**src/rtl/projectile_pkg.sv**
```systemverilog
// -----------------------------------------------------------------------------
// projectile_pkg
//   Shared types and helpers for the projectile pool.
//   - slot_state_t : per-slot lifecycle (IDLE -> FLY -> BOOM -> IDLE)
//   - slot_t       : complete per-slot register image
//   - sat_add_vel  : signed saturating add at velocity width
//   Slot storage widths are fixed here (SLOT_POS_W / SLOT_VEL_W). The top-level
//   POS_W / VEL_W parameters default to these values and must stay equal to
//   them.
// -----------------------------------------------------------------------------
package projectile_pkg;

  localparam int SLOT_POS_W = 10;
  localparam int SLOT_VEL_W = 8;
  localparam int BOOM_CNT_W = 8;

  typedef enum logic [1:0] {
    IDLE = 2'd0,
    FLY  = 2'd1,
    BOOM = 2'd2
  } slot_state_t;

  typedef struct packed {
    slot_state_t                   state;
    logic [SLOT_POS_W-1:0]         x;
    logic [SLOT_POS_W-1:0]         y;
    logic signed [SLOT_VEL_W-1:0]  vx;
    logic signed [SLOT_VEL_W-1:0]  vy;
    logic [BOOM_CNT_W-1:0]         boom_cnt;
  } slot_t;

  // Signed add clamped to the representable velocity range instead of wrapping.
  function automatic logic signed [SLOT_VEL_W-1:0] sat_add_vel(
    input logic signed [SLOT_VEL_W-1:0] a,
    input logic signed [SLOT_VEL_W-1:0] b
  );
    logic signed [SLOT_VEL_W:0] sum;
    sum = {a[SLOT_VEL_W-1], a} + {b[SLOT_VEL_W-1], b};
    // The two top bits disagree only when the true sum left the range.
    if (sum[SLOT_VEL_W] != sum[SLOT_VEL_W-1]) begin
      if (sum[SLOT_VEL_W]) begin
        sat_add_vel = {1'b1, {(SLOT_VEL_W-1){1'b0}}};
      end else begin
        sat_add_vel = {1'b0, {(SLOT_VEL_W-1){1'b1}}};
      end
    end else begin
      sat_add_vel = sum[SLOT_VEL_W-1:0];
    end
  endfunction

endpackage

```
**src/rtl/projectile_slot.sv**
```systemverilog
// -----------------------------------------------------------------------------
// projectile_slot
//   One projectile: lifecycle FSM plus per-frame ballistic integration.
//   Optional build macro: PROJECTILE_WIND_EN (adds wind_tick_i / wind_i).
//
//   Ports
//     frame_clk, Reset          frame clock, async active-high reset
//     alloc_i                   load launch values this edge (only honoured in IDLE)
//     launch_x_i, launch_y_i    muzzle position
//     vx_init_i, vy_init_i      signed launch velocity
//     box_x0_i..box_y1_i        enemy hit box, half-open [x0,x1) x [y0,y1)
//     ground_y_i                terrain line, y >= ground_y_i means landed
//     wind_tick_i, wind_i       (wind build) apply signed wind to vx this edge
//     state_o                   current lifecycle state
//     x_o, y_o                  position; the muzzle position while IDLE
//     hit_o                     this slot terminates on the enemy this edge
// -----------------------------------------------------------------------------
module projectile_slot
  import projectile_pkg::*;
#(
  parameter int X_MAX       = 639,
  parameter int Y_MAX       = 479,
  parameter int GRAVITY     = 1,
  parameter int VY_MAX      = 20,
  parameter int BOOM_FRAMES = 8
) (
  input  logic                         frame_clk,
  input  logic                         Reset,
  input  logic                         alloc_i,
  input  logic [SLOT_POS_W-1:0]        launch_x_i,
  input  logic [SLOT_POS_W-1:0]        launch_y_i,
  input  logic signed [SLOT_VEL_W-1:0] vx_init_i,
  input  logic signed [SLOT_VEL_W-1:0] vy_init_i,
  input  logic [SLOT_POS_W+1:0]        box_x0_i,
  input  logic [SLOT_POS_W+1:0]        box_x1_i,
  input  logic [SLOT_POS_W+1:0]        box_y0_i,
  input  logic [SLOT_POS_W+1:0]        box_y1_i,
  input  logic [SLOT_POS_W-1:0]        ground_y_i,
`ifdef PROJECTILE_WIND_EN
  input  logic                         wind_tick_i,
  input  logic signed [3:0]            wind_i,
`endif
  output slot_state_t                  state_o,
  output logic [SLOT_POS_W-1:0]        x_o,
  output logic [SLOT_POS_W-1:0]        y_o,
  output logic                         hit_o
);

  // Two guard bits let one signed compare catch both underflow and overflow.
  localparam int AW = SLOT_POS_W + 2;

  localparam logic signed [AW-1:0]         X_LIM     = AW'(X_MAX);
  localparam logic signed [AW-1:0]         Y_LIM     = AW'(Y_MAX);
  localparam logic signed [SLOT_VEL_W-1:0] GRAV      = SLOT_VEL_W'(GRAVITY);
  localparam logic signed [SLOT_VEL_W-1:0] VY_LIM    = SLOT_VEL_W'(VY_MAX);
  localparam logic [BOOM_CNT_W-1:0]        BOOM_INIT = BOOM_CNT_W'(BOOM_FRAMES - 1);

  slot_t q, d;

  logic signed [AW-1:0]         nx, ny;
  logic signed [SLOT_VEL_W-1:0] vy_next;
  logic                         in_box, landed, off_screen;

  // NOTE: the state register is the only place with non-blocking assignments;
  // everything that feeds it is computed combinationally below.
  always_ff @(posedge frame_clk or posedge Reset) begin
    if (Reset) begin
      q <= '{state: IDLE, default: '0};
    end else begin
      q <= d;
    end
  end

  // Candidate next position and termination conditions, all from current q.
  always_comb begin
    nx = $signed({2'b00, q.x}) + $signed({{(AW-SLOT_VEL_W){q.vx[SLOT_VEL_W-1]}}, q.vx});
    ny = $signed({2'b00, q.y}) + $signed({{(AW-SLOT_VEL_W){q.vy[SLOT_VEL_W-1]}}, q.vy});

    in_box = ({2'b00, q.x} >= box_x0_i) && ({2'b00, q.x} < box_x1_i) &&
             ({2'b00, q.y} >= box_y0_i) && ({2'b00, q.y} < box_y1_i);
    landed = (q.y >= ground_y_i);
    off_screen = nx[AW-1] || (nx > X_LIM) || ny[AW-1] || (ny > Y_LIM);

    // Gravity first (saturating), then the terminal-velocity clamp.
    vy_next = sat_add_vel(q.vy, GRAV);
    if (vy_next > VY_LIM) begin
      vy_next = VY_LIM;
    end
  end

  // NOTE: d and hit_o take a full default before the case, so no path through
  // this block leaves them unassigned and no latch can be inferred.
  always_comb begin
    d     = q;
    hit_o = 1'b0;
    unique case (q.state)
      IDLE: begin
        if (alloc_i) begin
          d.state    = FLY;
          d.x        = launch_x_i;
          d.y        = launch_y_i;
          d.vx       = vx_init_i;
          d.vy       = vy_init_i;
          d.boom_cnt = '0;
        end
      end
      FLY: begin
        // Priority: enemy hit, then ground, then leaving the screen. On any
        // termination the last in-range position is held for the explosion.
        if (in_box) begin
          hit_o      = 1'b1;
          d.state    = BOOM;
          d.boom_cnt = BOOM_INIT;
        end else if (landed || off_screen) begin
          d.state    = BOOM;
          d.boom_cnt = BOOM_INIT;
        end else begin
          d.x  = nx[SLOT_POS_W-1:0];
          d.y  = ny[SLOT_POS_W-1:0];
          d.vy = vy_next;
`ifdef PROJECTILE_WIND_EN
          if (wind_tick_i) begin
            d.vx = sat_add_vel(q.vx, {{(SLOT_VEL_W-4){wind_i[3]}}, wind_i});
          end
`endif
        end
      end
      BOOM: begin
        if (q.boom_cnt == '0) begin
          d.state = IDLE;
        end else begin
          d.boom_cnt = q.boom_cnt - 1'b1;
        end
      end
      default: begin
        d.state = IDLE;
      end
    endcase
  end

  assign state_o = q.state;
  // An idle slot shows the shell sitting in the muzzle.
  assign x_o = (q.state == IDLE) ? launch_x_i : q.x;
  assign y_o = (q.state == IDLE) ? launch_y_i : q.y;

endmodule

```
**src/rtl/projectile_pool.sv**
```systemverilog
// -----------------------------------------------------------------------------
// projectile_pool
//   Pool of NUM_SLOTS ballistic projectiles fired from the player tank.
//   Handles launch allocation (lowest idle slot), enemy-hit arbitration
//   (lowest hitting slot) and the saturating shot counter.
//   Optional build macro: PROJECTILE_WIND_EN (adds signed 4-bit 'wind' input,
//   applied to every flying slot's vx once every 8 frames).
//
//   Ports
//     frame_clk, Reset            frame clock, async active-high reset
//     tank_x, tank_y              firing tank origin
//     enemy_x, enemy_y            target tank origin
//     ground_y                    terrain line
//     fire                        launch request, sampled each frame
//     vx_init, vy_init            signed launch velocity (vy < 0 is upward)
//     wind                        (wind build) signed wind
//     fire_ready                  at least one slot is idle
//     bullet_x, bullet_y          packed slot positions, slot i at [i*POS_W +: POS_W]
//     bullet_active, bullet_boom  per-slot FLY / BOOM flags
//     hit, hit_slot               one-frame enemy impact pulse and its slot
//     shots_fired                 launches, saturating at 255
// -----------------------------------------------------------------------------
module projectile_pool
  import projectile_pkg::*;
#(
  parameter int NUM_SLOTS   = 4,
  parameter int POS_W       = SLOT_POS_W,
  parameter int VEL_W       = SLOT_VEL_W,
  parameter int X_MAX       = 639,
  parameter int Y_MAX       = 479,
  parameter int GRAVITY     = 1,
  parameter int VY_MAX      = 20,
  parameter int MUZZLE_XOFF = 35,
  parameter int MUZZLE_YOFF = 15,
  parameter int HIT_XOFF    = 30,
  parameter int HIT_YOFF    = 25,
  parameter int HIT_W       = 40,
  parameter int HIT_H       = 30,
  parameter int BOOM_FRAMES = 8,
  localparam int SLOT_IDX_W = (NUM_SLOTS > 1) ? $clog2(NUM_SLOTS) : 1
) (
  input  logic                       frame_clk,
  input  logic                       Reset,
  input  logic [POS_W-1:0]           tank_x,
  input  logic [POS_W-1:0]           tank_y,
  input  logic [POS_W-1:0]           enemy_x,
  input  logic [POS_W-1:0]           enemy_y,
  input  logic [POS_W-1:0]           ground_y,
  input  logic                       fire,
  input  logic signed [VEL_W-1:0]    vx_init,
  input  logic signed [VEL_W-1:0]    vy_init,
`ifdef PROJECTILE_WIND_EN
  input  logic signed [3:0]          wind,
`endif
  output logic                       fire_ready,
  output logic [NUM_SLOTS*POS_W-1:0] bullet_x,
  output logic [NUM_SLOTS*POS_W-1:0] bullet_y,
  output logic [NUM_SLOTS-1:0]       bullet_active,
  output logic [NUM_SLOTS-1:0]       bullet_boom,
  output logic                       hit,
  output logic [SLOT_IDX_W-1:0]      hit_slot,
  output logic [7:0]                 shots_fired
);

  localparam int AW = POS_W + 2;

  logic [POS_W-1:0] launch_x, launch_y;
  logic [AW-1:0]    box_x0, box_x1, box_y0, box_y1;

  slot_state_t      slot_state [NUM_SLOTS];
  logic [POS_W-1:0] slot_x     [NUM_SLOTS];
  logic [POS_W-1:0] slot_y     [NUM_SLOTS];
  logic [NUM_SLOTS-1:0] slot_idle, slot_hit, alloc_vec;

  logic                  hit_q, hit_d;
  logic [SLOT_IDX_W-1:0] hit_slot_q, hit_slot_d;
  logic [7:0]            shots_q, shots_d;
  logic                  alloc_found;

  // Muzzle and enemy box are shared by every slot. The box bounds carry two
  // extra bits so an enemy near the right/bottom edge cannot wrap the box.
  assign launch_x = tank_x + POS_W'(MUZZLE_XOFF);
  assign launch_y = tank_y + POS_W'(MUZZLE_YOFF);
  assign box_x0   = {2'b00, enemy_x} + AW'(HIT_XOFF);
  assign box_x1   = box_x0 + AW'(HIT_W);
  assign box_y0   = {2'b00, enemy_y} + AW'(HIT_YOFF);
  assign box_y1   = box_y0 + AW'(HIT_H);

`ifdef PROJECTILE_WIND_EN
  logic [2:0] wind_cnt_q;
  logic       wind_tick;

  always_ff @(posedge frame_clk or posedge Reset) begin
    if (Reset) begin
      wind_cnt_q <= '0;
    end else begin
      wind_cnt_q <= wind_cnt_q + 3'd1;
    end
  end

  assign wind_tick = (wind_cnt_q == 3'd7);
`endif

  for (genvar g = 0; g < NUM_SLOTS; g++) begin : g_slot
    projectile_slot #(
      .X_MAX      (X_MAX),
      .Y_MAX      (Y_MAX),
      .GRAVITY    (GRAVITY),
      .VY_MAX     (VY_MAX),
      .BOOM_FRAMES(BOOM_FRAMES)
    ) u_slot (
      .frame_clk  (frame_clk),
      .Reset      (Reset),
      .alloc_i    (alloc_vec[g]),
      .launch_x_i (launch_x),
      .launch_y_i (launch_y),
      .vx_init_i  (vx_init),
      .vy_init_i  (vy_init),
      .box_x0_i   (box_x0),
      .box_x1_i   (box_x1),
      .box_y0_i   (box_y0),
      .box_y1_i   (box_y1),
      .ground_y_i (ground_y),
`ifdef PROJECTILE_WIND_EN
      .wind_tick_i(wind_tick),
      .wind_i     (wind),
`endif
      .state_o    (slot_state[g]),
      .x_o        (slot_x[g]),
      .y_o        (slot_y[g]),
      .hit_o      (slot_hit[g])
    );

    assign slot_idle[g]                = (slot_state[g] == IDLE);
    assign bullet_active[g]            = (slot_state[g] == FLY);
    assign bullet_boom[g]              = (slot_state[g] == BOOM);
    assign bullet_x[g*POS_W +: POS_W]  = slot_x[g];
    assign bullet_y[g*POS_W +: POS_W]  = slot_y[g];
  end

  assign fire_ready = |slot_idle;

  // Allocation uses the states before this edge, so a slot that terminates on
  // the same edge is in BOOM next frame and is never picked here.
  always_comb begin
    alloc_vec   = '0;
    alloc_found = 1'b0;
    for (int i = 0; i < NUM_SLOTS; i++) begin
      if (fire && slot_idle[i] && !alloc_found) begin
        alloc_vec[i] = 1'b1;
        alloc_found  = 1'b1;
      end
    end
  end

  // Walk from the top so the lowest hitting slot is the one that sticks.
  always_comb begin
    hit_d      = 1'b0;
    hit_slot_d = '0;
    for (int i = NUM_SLOTS - 1; i >= 0; i--) begin
      if (slot_hit[i]) begin
        hit_d      = 1'b1;
        hit_slot_d = SLOT_IDX_W'(i);
      end
    end
  end

  always_comb begin
    shots_d = shots_q;
    if (fire && fire_ready && (shots_q != 8'hFF)) begin
      shots_d = shots_q + 8'd1;
    end
  end

  always_ff @(posedge frame_clk or posedge Reset) begin
    if (Reset) begin
      hit_q      <= 1'b0;
      hit_slot_q <= '0;
      shots_q    <= '0;
    end else begin
      hit_q      <= hit_d;
      hit_slot_q <= hit_slot_d;
      shots_q    <= shots_d;
    end
  end

  assign hit         = hit_q;
  assign hit_slot    = hit_slot_q;
  assign shots_fired = shots_q;

endmodule

```
**config.mk**
```make
export PLATFORM = sky130hd
export DESIGN_NAME = projectile_pool
export DESIGN_NICKNAME = d
export VERILOG_FILES = /design/src/rtl/projectile_pkg.sv /design/src/rtl/projectile_slot.sv /design/src/rtl/projectile_pool.sv
export SDC_FILE = /design/constraint.sdc
export NUM_CORES = 1
export LEC_CHECK = 0
export BUFFER_PORTS_ARGS = -buffer_cell sky130_fd_sc_hd__buf_2
export CAP_MARGIN = 5
export CORE_AREA = 5 5 185 187
export CTS_CLUSTER_DIAMETER = 50
export DETAILED_ROUTE_END_ITERATION = 8
export DIE_AREA = 0 0 190 192
export PLACE_DENSITY = 0.83
export SYNTH_ARGS = -nofsm -noshare
export SYNTH_HDL_FRONTEND = slang
export SYNTH_SLANG_ARGS = --single-unit
export TNS_END_PERCENT = 5
```
**constraint.sdc**
```tcl
create_clock -name frame_clk -period 17.3 [get_ports frame_clk]
set_input_delay 0.865 -clock frame_clk [delete_from_list [all_inputs] [get_ports frame_clk]]
set_output_delay 0.865 -clock frame_clk [all_outputs]
set_load 0.01 [all_outputs]
```
==> flow_summary_export.csv <==
group,metric,value,unit
timing,worst_margin_pin_slew,1110,ps
status,status,"finished clean",
placed_design,finalWeightedCongestion,0.987,
floorplanning,dieWidth,190,um
route,vias_per_cell,6.69,
synthesis,yosys.area.top_type,"sky130_fd_sc_hd__dfrtp_1",
synthesis,asyncSetResetFlopFracSynth,100,%
setup_path,most_common_cell_on_crit_path,"sky130_fd_sc_hd__ha_1",
synthesis,yosys.cell_types.count,95,
grt,first_global_vias,19600,
route,drt.antenna.violating_nets,0,
route,drt_iter0_markers,2332,
synthesis,yosys_most_used_dff,"sky130_fd_sc_hd__dfrtp_1",
timing,clock-skew-final,11.5,ps
placed_design,place.port_buffers,168,
floorplanning,floorplan.rows,66,
clocking,post-cts-setup-buffers,0,
power,vdd_drop_max,0.000115,V
clocking,tritoncts,"done",
floorplanning,floorplan.initialDensity,64.1,%
clocking,cts.sinks,195,
synthesis,yosys_register_bits,195,
worst_hold_path,worst_hold_startpoint,"g_slot[3].u_slot.q[20]$_DFFE_PP0P_",
power,p_leak,10.9,nW
setup_path,crit_path_cell_trace,"buf_2, ha_1, xnor2_1, ha_1, a21oi_1, nor2_1, a21oi_1, o22ai_1, xnor2_1, ha_1, o2111ai_1, a31oi_1, nor3_1, o21bai_1, a2111o_1, a221oi_2, or2_1, a21o_1, buf_4, mux2_2",
timing,final_critical_period,6010,ps
synthesis,post_synth_main_area_contributors,"sky130_fd_sc_hd__dfrtp_1 (24%), sky130_fd_sc_hd__ha_1 (18%), sky130_fd_sc_hd__a21oi_1 (5.5%)",
synthesis,synth_sequential_area_ratio,23.6,%
setup_path,worst_r2r_path_depth,12,
route,drt_wl_total,67300,um
timing,achievable-frequency,0.166,GHz
grt,global_route.overflow_total,0,
worst_hold_path,hold_path_class,"flop to flop",
clocking,cts_buffers,17,
setup_path,crit_type,"input port to flop",
timing,final_min_period_over_clock_period,34.8,%
timing,setup_slack,11290,ps
timing,setup_viol,0,
worst_hold_path,whs_endpoint,"g_slot[3].u_slot.q[20]$_DFFE_PP0P_",
setup_path,crit_path_end_kind,"flop",
timing,drv_slew,0,
worst_hold_path,worstHoldPathCells,2,
setup_path,r2r_slack,11690,ps
timing,setup_repair_after_global_routing_missed_its_margin,"no",
grt,grt_start_max_net_pins,129,
synthesis,dominant_cell_by_count_in_the_synthesized_netlist,"sky130_fd_sc_hd__ha_1",
synthesis,synth_top_area_share,23.6,%
placed_design,setup_slack_after_placement,10950,ps
finish,syn2layout_area_growth,9.05,%
setup_path,reg2reg_from,"g_slot[0].u_slot.q[25]$_DFFE_PP0P_",
floorplanning,ioPinCount,169,
grt,grt_pass1_wl,106000,um
finish,post_layout_nets,2997,
setup_path,timing.critical_path.fanout_max,15,
synthesis,synthesis.yosys.warnings,0,
timing,worst_slew_margin_rel,25.9,%
route,num_vias,20500,
setup_path,required_worst_endpoint,17650,ps
route,route.detailed.wl_per_inst,21.9,um
setup_path,crit_path_top_delay_cell,"sky130_fd_sc_hd__a21o_1",
setup_path,worst_path_dominant_cell_family,"compound AO/OA/AOI/OAI gates",
timing,hold_violations,0,
setup_path,timing.critical_path.arrival,6360,ps
synthesis,netlist_area,0.0207,mm^2
clocking,worstSkewPairLatency,470,ps
clocking,clk_root_buffer_cell,"sky130_fd_sc_hd__clkbuf_16",
synthesis,synth_edf_count,0,
clocking,post_cts_resize_count,0,
flow_run,cap_violations,0,
synthesis,syn-mean-instance-area,8.26,um^2
placed_design,place_hpwl,50600,um
setup_path,worst-path-buf-inv,2,
route,drtPass1Iterations,6,
grt,antenna_found_initial,2,
floorplanning,core_region,0.0323,mm^2
setup_path,critical_path.reg2reg.endpoint,"g_slot[0].u_slot.q[37]$_DFFE_PP0P_",
grt,grt_util_all_layers,36.4,%
clocking,cts_htree_levels,4,
synthesis,synth.top_cells.by_count,"sky130_fd_sc_hd__ha_1 (304), sky130_fd_sc_hd__nand2_1 (233), sky130_fd_sc_hd__a21oi_1 (229)",
synthesis,mappedNetlistNets,2887,
power,cellPowerDensity,158,mW/mm^2
timing,timing.setup.tns,0,ps
synthesis,synthesis.instances,2506,
setup_path,cp_slowest_stage_delay,540,ps
route,drc,0,
floorplanning,die_area,0.0365,mm^2
finish,total_inserted_antenna_cells,0,
clocking,postCtsHoldBufs,0,
setup_path,setup.worst_path.start_class,"input port",
floorplanning,die_y,192,um
clocking,clk_transition_reported_paths,70,ps
clocking,cts-root-to-sink-buffers,2,
finish,drive_gt1_share,13.3,%
layer usage:
layer	share of wire, %	GRT usage [%]	wire (um)
met2	43	55.4	28800
met1	42	49.9	28000
met4	5.5	17.9	3720
met5	0.019	0	13
met3	9.9	6.98	6680
report_power, final:
part	switching, W	internal [W]	total [W]
clock network	0.000189	0.000296	0.000485
registers	0.000243	0.000593	0.000836
logic	0.00133	0.000919	0.00224
total	0.00176	0.00181	0.00356
cell type report:
type | count | area, um^2
Sequential cell | 195 | 4880
Timing Repair Buffer | 201 | 1090
Clock inverter | 9 | 225
Clock buffer | 21 | 470
Inverter | 129 | 492
Multi-Input combinational cell | 2072 | 14900
Fill cell | 2622 | 9710
Tap cell | 442 | 553
cell usage in the layout, fill, tap and decap left out, types with 21 or more instances in the layout:
cell,count
sky130_fd_sc_hd__and3_1,23
sky130_fd_sc_hd__o21a_1,36
sky130_fd_sc_hd__a21oi_1,229
sky130_fd_sc_hd__o211ai_1,29
sky130_fd_sc_hd__buf_2,168
sky130_fd_sc_hd__a21o_1,36
sky130_fd_sc_hd__nor2b_1,34
sky130_fd_sc_hd__o31ai_1,23
sky130_fd_sc_hd__nand4_1,21
sky130_fd_sc_hd__ha_1,302
sky130_fd_sc_hd__mux2i_1,34
sky130_fd_sc_hd__inv_1,124
sky130_fd_sc_hd__o21ai_0,200
sky130_fd_sc_hd__nand2b_1,28
sky130_fd_sc_hd__nand2_1,233
sky130_fd_sc_hd__buf_4,33
sky130_fd_sc_hd__mux2_2,69
sky130_fd_sc_hd__xnor2_1,55
sky130_fd_sc_hd__dfrtp_1,195
sky130_fd_sc_hd__nor3_1,37
sky130_fd_sc_hd__xor2_1,50
sky130_fd_sc_hd__or3_1,22
sky130_fd_sc_hd__nor2_1,189
sky130_fd_sc_hd__a31oi_1,22
sky130_fd_sc_hd__a211oi_1,33
sky130_fd_sc_hd__o22ai_1,34
sky130_fd_sc_hd__nand3_1,50
worst max-delay path by stage:
stage / start / end / slack [ps] / depth (start not counted)
5_1_grt: enemy_y[0] / g_slot[1].u_slot.q[36]$_DFFE_PP0P_ / 10910 / 20
4_1_cts: enemy_y[0] / g_slot[1].u_slot.q[36]$_DFFE_PP0P_ / 11410 / 20
3_5_place_dp: enemy_y[0] / g_slot[1].u_slot.q[42]$_DFFE_PP0P_ / 10950 / 20
2_1_floorplan: Reset / g_slot[0].u_slot.q[0]$_DFFE_PP0P_ / 11120 / 1
3_3_place_gp: enemy_y[0] / g_slot[1].u_slot.q[36]$_DFFE_PP0P_ / 11110 / 20
6_report: enemy_y[0] / g_slot[1].u_slot.q[37]$_DFFE_PP0P_ / 11290 / 20
sequential cells by signal (all words and copies together) (netlist names):
| signal | cells |
|---|---|
| g_slot.u_slot.q | 176 |
| g_slot.u_slot.state_o | 8 |
| hit | 1 |
| hit_slot | 2 |
| shots_fired | 8 |
worst register-to-register path, stage by stage, from the launching register on:
cell,delay (ps)
sky130_fd_sc_hd__dfrtp_1,480
sky130_fd_sc_hd__ha_1,330
sky130_fd_sc_hd__a211oi_1,350
sky130_fd_sc_hd__o21ai_0,210
sky130_fd_sc_hd__a31o_2,260
sky130_fd_sc_hd__a21o_1,210
sky130_fd_sc_hd__a2111oi_0,400
sky130_fd_sc_hd__a21oi_1,80
sky130_fd_sc_hd__nor4_1,850
sky130_fd_sc_hd__nand4_1,940
sky130_fd_sc_hd__a21oi_2,590
sky130_fd_sc_hd__buf_4,390
sky130_fd_sc_hd__mux2_2,400
cell families (layout without fill, tap and decap cells):
kind of cell | after synthesis | in the layout | share of synthesized area (%)
simple gates | 724 | 724 | 16.7
fa+ha+maj | 315 | 315 | 19.3
flops | 195 | 195 | 23.6
compound gates | 821 | 821 | 25.7
xor+xnor | 106 | 106 | 4.52
buf+inv | 239 | 360 | 4.67
mux | 106 | 106 | 5.60
through the flow:
stage	instance area, um^2	hold slack (ps)	power (W)	cells	util (%)
2_1_floorplan	20700	450	0.00238	2506	-
3_3_place_gp	21900	469	0.00293	3039	67.8
3_5_place_dp	21900	469	0.00301	3039	67.8
4_1_cts	22600	488	0.00351	3069	69.9
5_1_grt	22600	510	0.00383	3069	69.9
6_report	22600	488	0.00356	3069	69.9
Power figures use the tool's default switching activity.
